==> src/rtl/bus_pkg.sv <==
// Shared types for the bus sequencer: FSM encoding, zero-select code
// and select decoding helpers.
package bus_pkg;

    typedef enum logic {
        IDLE = 1'b0,
        WAIT = 1'b1
    } state_e;

    localparam logic [3:0] SEL_ZERO = 4'd0;

    function automatic logic sel_ok(
        input logic [3:0]  s,
        input int unsigned nsrc
    );
        return (s != SEL_ZERO) && (32'(s) <= nsrc);
    endfunction

    // Bit k of the mask flags source k+1 as a wait-state memory.
    function automatic logic sel_mem(
        input logic [3:0]  s,
        input int unsigned nsrc,
        input logic [31:0] mask
    );
        logic [31:0] m;
        m = mask >> (32'(s) - 32'd1);
        return sel_ok(s, nsrc) && m[0];
    endfunction

endpackage

==> src/rtl/bus_wait_cnt.sv <==
// Wait-state down-counter: load, decrement, flag on the final count.
module bus_wait_cnt #(
    parameter int CW = 1
) (
    input  logic          clk,
    input  logic          rst_n,
    input  logic          load_i,
    input  logic [CW-1:0] load_val_i,
    input  logic          dec_i,
    output logic [CW-1:0] cnt_o,
    output logic          last_o
);

    logic [CW-1:0] cnt_q;
    logic [CW-1:0] cnt_d;

    always_comb begin
        cnt_d = cnt_q;
        if (load_i) begin
            cnt_d = load_val_i;
        end else if (dec_i && (cnt_q != '0)) begin
            cnt_d = cnt_q - CW'(1);
        end
    end

    always_ff @(posedge clk or negedge rst_n) begin
        if (!rst_n) begin
            cnt_q <= '0;
        end else begin
            cnt_q <= cnt_d;
        end
    end

    assign cnt_o  = cnt_q;
    assign last_o = (cnt_q == CW'(1));

endmodule

==> src/rtl/bus_seq.sv <==
// Bus sequencer: selects one of NSRC sources onto a registered bus,
// inserting wait states for sources flagged as memories.
module bus_seq #(
    parameter int          WIDTH    = 16,
    parameter int          NSRC     = 8,
    parameter logic [31:0] MEM_MASK = 32'b0110_0000,
    parameter int          MEM_WAIT = 1
) (
    input  logic                  clk,
    input  logic                  rst_n,
    input  logic [NSRC*WIDTH-1:0] src_data,
    input  logic [3:0]            sel,
    input  logic                  req,
    input  logic [WIDTH-1:0]      ar,
    output logic [WIDTH-1:0]      data_out,
    output logic [WIDTH-1:0]      addr,
    output logic                  valid,
    output logic                  busy
);

    import bus_pkg::*;

    localparam int CNT_W = $clog2(MEM_WAIT + 1);

    state_e           state_q, state_d;
    logic [WIDTH-1:0] data_q, data_d;
    logic [WIDTH-1:0] addr_q, addr_d;
    logic [3:0]       sel_q, sel_d;
    logic             valid_q, valid_d;

    logic             cnt_load;
    logic             cnt_dec;
    logic [CNT_W-1:0] cnt;
    logic             cnt_last;

    logic [3:0]       mux_sel;
    logic [WIDTH-1:0] mux_val;

    bus_wait_cnt #(
        .CW(CNT_W)
    ) u_wait (
        .clk       (clk),
        .rst_n     (rst_n),
        .load_i    (cnt_load),
        .load_val_i(CNT_W'(MEM_WAIT)),
        .dec_i     (cnt_dec),
        .cnt_o     (cnt),
        .last_o    (cnt_last)
    );

    // While waiting, the mux follows the latched select, not the live one.
    always_comb begin
        mux_sel = (state_q == WAIT) ? sel_q : sel;
        mux_val = '0;
        for (int k = 1; k <= NSRC; k++) begin
            if (int'(mux_sel) == k) begin
                mux_val = src_data[(k-1)*WIDTH +: WIDTH];
            end
        end
    end

    always_comb begin
        state_d  = state_q;
        data_d   = data_q;
        addr_d   = addr_q;
        sel_d    = sel_q;
        valid_d  = 1'b0;
        cnt_load = 1'b0;
        cnt_dec  = 1'b0;
        unique case (state_q)
            IDLE: begin
                if (req) begin
                    addr_d = ar;
                    sel_d  = sel;
                    if (sel_mem(sel, NSRC, MEM_MASK)) begin
                        state_d  = WAIT;
                        cnt_load = 1'b1;
                    end else begin
                        data_d  = mux_val;
                        valid_d = 1'b1;
                    end
                end
            end
            WAIT: begin
                cnt_dec = 1'b1;
                if (cnt_last) begin
                    data_d  = mux_val;
                    valid_d = 1'b1;
                    state_d = IDLE;
                end
            end
            default: state_d = IDLE;
        endcase
    end

    always_ff @(posedge clk or negedge rst_n) begin
        if (!rst_n) begin
            state_q <= IDLE;
            data_q  <= '0;
            addr_q  <= '0;
            sel_q   <= SEL_ZERO;
            valid_q <= 1'b0;
        end else begin
            state_q <= state_d;
            data_q  <= data_d;
            addr_q  <= addr_d;
            sel_q   <= sel_d;
            valid_q <= valid_d;
        end
    end

    assign data_out = data_q;
    assign addr     = addr_q;
    assign valid    = valid_q;
    assign busy     = (state_q == WAIT);

endmodule

==> config.mk <==
export PLATFORM = sky130hd
export DESIGN_NAME = bus_seq
export DESIGN_NICKNAME = d
export VERILOG_FILES = /design/src/rtl/bus_pkg.sv /design/src/rtl/bus_wait_cnt.sv /design/src/rtl/bus_seq.sv
export SDC_FILE = /design/constraint.sdc
export NUM_CORES = 1
export LEC_CHECK = 0
export CORE_UTILIZATION = 38
export DETAILED_ROUTE_END_ITERATION = 12
export GPL_TIMING_DRIVEN = 0
export MAX_ROUTING_LAYER = met4
export PLACE_DENSITY_LB_ADDON = 0.12
export SYNTH_ARGS = -nofsm -noshare
export SYNTH_HDL_FRONTEND = slang
export SYNTH_SLANG_ARGS = --single-unit
==> constraint.sdc <==
create_clock -name clk -period 2.62 [get_ports clk]
set_clock_uncertainty 0.1 [all_clocks]
set_input_delay 0.524 -clock clk [delete_from_list [all_inputs] [get_ports clk]]
set_output_delay 0.524 -clock clk [all_outputs]
set_load 0.01 [all_outputs]
### After elaboration in Yosys (flattened, before gate mapping)

Cells that the tools add are included.

| storage, ports and cells | value |
|---|---|
| output and inout port bits | 34 |
| latch bits | 0 |
| register bits after elaboration | 39 |
| input port bits | 151 |
| logic and storage cells | 54 |
| memories | 0 |
| memory bits (writable) | 0 |
| bits in read-only memories | 0 |

| operators by class | value |
|---|---|
| mux-type cells | 25 |
| bitwise gates (word level) | 1 |
| $lt $le $gt $ge | 1 |
| multipliers | 0 |
| reductions and logical operators | 7 |
| add/sub/neg operators | 2 |
| eq/ne operators | 11 |
| div/mod/pow operators | 0 |
| shift-type cells | 1 |

Operators by type and width:

| cell | number |
|---|---|
| $mux 16 | 11 |
| $pmux 16 s2 | 1 |
| $shr 7x32->1 const A | 1 |
| $eq 4x4->1 const B | 5 |
| $mux 1 | 10 |
| $eq 4x3->1 const B | 2 |
| $sub 4x1->5 const B | 1 |
| $eq 4x2->1 const B | 1 |
| $le 4x4->1 const B | 1 |
| $mux 4 | 1 |
| $ne 2x2->1 const B | 2 |
| $pmux 1 s2 | 2 |
| $reduce_bool 4->1 | 1 |
| $logic_and 1x1->1 | 3 |
| $reduce_and 3->1 | 1 |
| $ne 2x1->1 const B | 1 |
| $reduce_and 2->1 | 1 |
| $reduce_bool 2->1 | 1 |
| $not 1->1 | 1 |
| $sub 1x1->1 const B | 1 |

### Depth between registers and ports, before layout

| depth | value |
|---|---|
| depth after elaboration | 13 |
| depth in mapped cells | 9 |
| depth with buffers taken out | 7 |

### Hierarchy

A second synthesis with hierarchy kept.

| second synthesis, totals | value |
|---|---|
| cell total of the unflattened synthesis | 294 |
| area total of the unflattened synthesis | 2899.0 µm² |

Modules (own cells, without submodules):

| module | area each (µm²) | cells an instance | instances |
|---|---|---|---|
| bus_seq | 2847.7 | 289 | 1 |
| bus_wait_cnt | 51.3 | 5 | 1 |

### Least setup slack after synthesis

OpenSTA, ideal clock, no wires.

| timing | value |
|---|---|
| path kind | input -> register |
| from | in sel[0] |
| to | reg data_q[15], in the netlist data_out[15] |
| arrival | 2.152 ns |
| path buffers | 2 |
| stages | 9 |
| slack | 0.238 ns |
| library setup time | 0.130 ns |
| path through | buf_2 inv_1 ha_1 xnor2_1 o22ai_4 o22ai_4 buf_2 mux2i_1 a31oi_1 |

| on the way | value |
|---|---|
| word-level cells in the longest chain between the ends | 13 |
| elaborated cells on any way between the ends | 29 |

RTL lines:

| item | RTL line | source |
|---|---|---|
| start: declaration | bus_seq.sv:12 | `input logic [3:0] sel,` |
| $mux 4 | bus_seq.sv:53 | `mux_sel = (state_q == WAIT) ? sel_q : sel;` |
| $eq 4x2->1 | bus_seq.sv:56 | `if (int'(mux_sel) == k) begin` |
| $mux 16 (8 in series) | bus_seq.sv:56 |  |
| $mux 16 | bus_seq.sv:75 | `if (sel_mem(sel, NSRC, MEM_MASK)) begin` |
| $mux 16 | bus_seq.sv:72 | `if (req) begin` |
| $pmux 16 s2 | bus_seq.sv:70 | `unique case (state_q)` |
| end signal: assignment | bus_seq.sv:105 | `data_q <= data_d;` |
| end: declaration | bus_seq.sv:26 | `logic [WIDTH-1:0] data_q, data_d;` |

Several ways; a longest one is shown, not always the timed one. The select of a mux whose other input is x is not followed.
A chain may end at the register's enable or synchronous reset.

### Worst setup path in the final report

| timing | value |
|---|---|
| from | in sel[2] |
| to | reg data_q[5], in the netlist data_out[5] |

The elaborated chain is that of the path after synthesis.

==> impl_metrics.csv <==
group,metric,value,unit
route,wl_per_cell,16.56,µm
min_path,hold_class,"in2async",
critical_path,cp.required,2.67,ns
global_route,antenna_found_initial,0,
global_route,track_usage,25.97,%
cts,cts_tree,"done",
die,initial_core_util,39.51,%
yosys,synth_area_per_cell,8.845,µm²
route,ant_nets,0,
critical_path,cp_max_fo,10,
place,dpl.cell_count,632,
critical_path,startpoint,"sel[2]",
yosys,ys.flop_type,"dfrtp_1",
critical_path,arrival,2.58,ns
cts,clock_latency,0.28,ns
die,die_y,91.87,µm
yosys,synth-seq-cells,39,
die,boundaryPins,185,
cells_and_area,final_cell_mix,"181 x clkdlybuf4s50_1, 41 x nand2_1, 38 x dfrtp_1, 31 x nor2_1, 29 x mux2i_1",
global_route,gr-total-overflow,0,
place,place_hpwl,8.647,mm
power_and_ir_drop,peakVddDrop,442.3,µV
die,rows,32,
cells_and_area,nets,698,
yosys,synthesis.area,3069,µm²
global_route,grt_pass1_wl,16.62,mm
timing,slew_headroom,41.10,%
cts,numCtsBuffers,5,
die,die_area,8440,µm²
flow_run,maxCapViolations,0,
cts,cts.htree.levels,2,
yosys,syn-num-nets,499,
cts,root_buffer,"clkbuf_8",
yosys,syn_inst,347,
yosys,yosysTopAreaCellShare,31.80,%
place,portBuffers,183,
cells_and_area,num_antenna_cells,0,
yosys,yosysSeqAreaShare,31.80,%
cells_and_area,nFillCells,654,
critical_path,worst_setup_path_start_kind,"input pin",
global_route,grt_max_degree,40,
route,firstDrtPassIters,5,
power_and_ir_drop,p_switching,1.313,mW
power_and_ir_drop,p_leak,2.168,nW
timing,final-hold-violation-count,0,
cells_and_area,layout_commonest_cell,"clkdlybuf4s50_1",
timing,finalSetupViolations,0,
critical_path,end_kind,"flop",
yosys,async_flop_share,100.0,%
power_and_ir_drop,internal-power,2.330,mW
cells_and_area,register_area,977.2,µm²
power_and_ir_drop,p_comb_share,58.3,%
power_and_ir_drop,finalPower,3.644,mW
yosys,yosysTopAreaCell,"dfrtp_1",
power_and_ir_drop,power.share.sequential,27.5,%
power_and_ir_drop,netSwitchingFraction,36.04,%
timing,final_min_period_over_clock_period,96.59,%
cts,clkSinkCount,39,
route,drt_iter0_markers,90,
global_route,grt_pass1_vias,3374,
cells_and_area,fin_cells,649,
yosys,synth_enable_flop_cells,0,
critical_path,rr_startpoint,"busy",
route,drc,0,
power_and_ir_drop,p_clk_share,14.2,%
timing,tightest_slew,0.8835,ns
outcome,status,"finished, final reports clean",
route,wl,10.75,mm
cells_and_area,syn_to_final_growth,71.67,%
die,coreArea,7767,µm²
cells_and_area,layout-drive-gt1-share,14.26,%
route,num_vias,3450,
place,gp_congestion,0.8441,
cts,path_clk_slew,0.08,ns
critical_path,crit_type,"in2reg",
timing,period_needed,2.531,ns
power_and_ir_drop,p_per_area,691.5,nW/µm²
cts,clockBufferDepth,2,
route,via_per_inst,5.316,
die,die_w,91.87,µm
cells_and_area,multi_input_area,1883,µm²
timing,rsz0062_at_grt,"false",
yosys,synth_cell_type_count,53,
timing,fmax,395.2,MHz
timing,drv_slew,0,
cts,postCtsHoldBufs,0,
yosys,synthTopCellsByArea,"dfrtp_1 32%, mux2i_1 9.5%, mux2_2 8.1%",
yosys,yosys_warnings,0,
==> worst paths after layout <==
check / to / slack [ns] / cells past startpoint
min in group clk: busy / 0.36 / 1
hold / removal: u_wait.cnt_o / 0.26 / 1
hold reg to reg: busy / 0.36 / 1
max in group asynchronous: busy / 1.57 / 1
setup reg to reg: data_out[5] / 0.19 / 7
setup / recovery: data_out[5] / 0.09 / 6
==> per-stage QoR <==
stage / hold slack [ns] / TNS [ns] / instance area (µm²) / setup slack [ns] / util [%]
5_1_grt: 0.3098 / 0 / 5269 / 0.01020 / 67.83
3_3_place_gp: 0.3359 / -7.582 / 5029 / -0.5051 / 64.74
4_1_cts: 0.2734 / 0 / 5184 / 0.03854 / 66.74
3_5_place_dp: 0.3530 / -7.422 / 5024 / -0.5752 / 64.67
2_1_floorplan: 0.1284 / 0 / 3069 / 0.2380 / -
6_report: 0.2588 / 0 / 5269 / 0.08936 / 67.83
==> flip-flops by register name, summed over array words and instances (netlist names) <==
name          count
sel_q             4
busy              1
valid             1
addr             16
u_wait.cnt_o      1
data_out         16
==> final cells by class <==
type | count | share of cell area (%)
Clock buffer | 6 | 1.567
Inverter | 25 | 1.781
Sequential cell | 39 | 18.55
Clock inverter | 2 | 0.6649
Multi-Input combinational cell | 260 | 35.74
Timing Repair Buffer | 192 | 36.33
Buffer | 23 | 2.945
Tap cell | 102 | 2.422
==> power by group through the flow <==
stage / combinational [mW] / clock (mW) / sequential, mW
2_1_floorplan: 1.00 / 0 / 1.09
3_3_place_gp: 2.03 / 0 / 1.00
3_5_place_dp: 2.06 / 0 / 1.01
4_1_cts: 2.09 / 0.526 / 1.00
5_1_grt: 2.27 / 0.554 / 1.04
6_report: 2.12 / 0.519 / 1.00
==> layer usage <==
layer / vias to the layer above / wire [µm] / track usage (%)
met1: 1635 / 4341 / 30.81
met4: 0 / 90 / 3.906
met2: 147 / 5642 / 47.08
li1: 1660 / - / -
met5: - / 0 / -
met3: 8 / 675 / 4.146
==> Yosys cell counts (all sizes together), types with 2 or more instances <==
cell type / n
clkbuf: 5
and2: 2
and3: 2
o2bb2ai: 2
nand3: 2
or3b: 3
nand2b: 11
a21oi: 4
a21o: 9
mux2i: 31
o22ai: 15
o21ai: 18
a31oi: 12
o32ai: 3
nor3b: 5
dfrtp: 39
o311a: 3
o32a: 2
nor3: 4
buf: 18
nor2b: 3
or4b: 2
o221ai: 10
a221oi: 3
inv: 25
nand2: 41
mux2: 22
and3b: 2
nor2: 32
a2bb2oi: 2
o22a: 3
==> what timing repair did <==
item | in CTS | in global routing
pin swaps | 1 | 2
buffers inserted | 3 | 5
gates cloned | 0 | 1
gates resized for setup | 5 | 6
endpoints found under the hold margin | 0 | 0
setup endpoints to repair | 16 | 12
==> critical path, cell delays in order <==
cell             delay [ns]
clkdlybuf4s50_1        0.54
nor3b_1                0.24
a32oi_2                0.54
o221ai_1               0.22
o32ai_1                0.38
a31oi_1                0.14
==> kinds of logic after synthesis <==
family | after synthesis | synth area share, %
AOI/OAI and AO/OA | 93 | 22.63
adders and majority gates | 1 | 0.4076
and+or+nand+nor | 112 | 18.31
xor gates and xnor gates | 1 | 0.2854
DFF | 39 | 31.80
muxes | 53 | 19.00
buffers and inverters | 48 | 7.582
(Power assumes the default switching activity.)
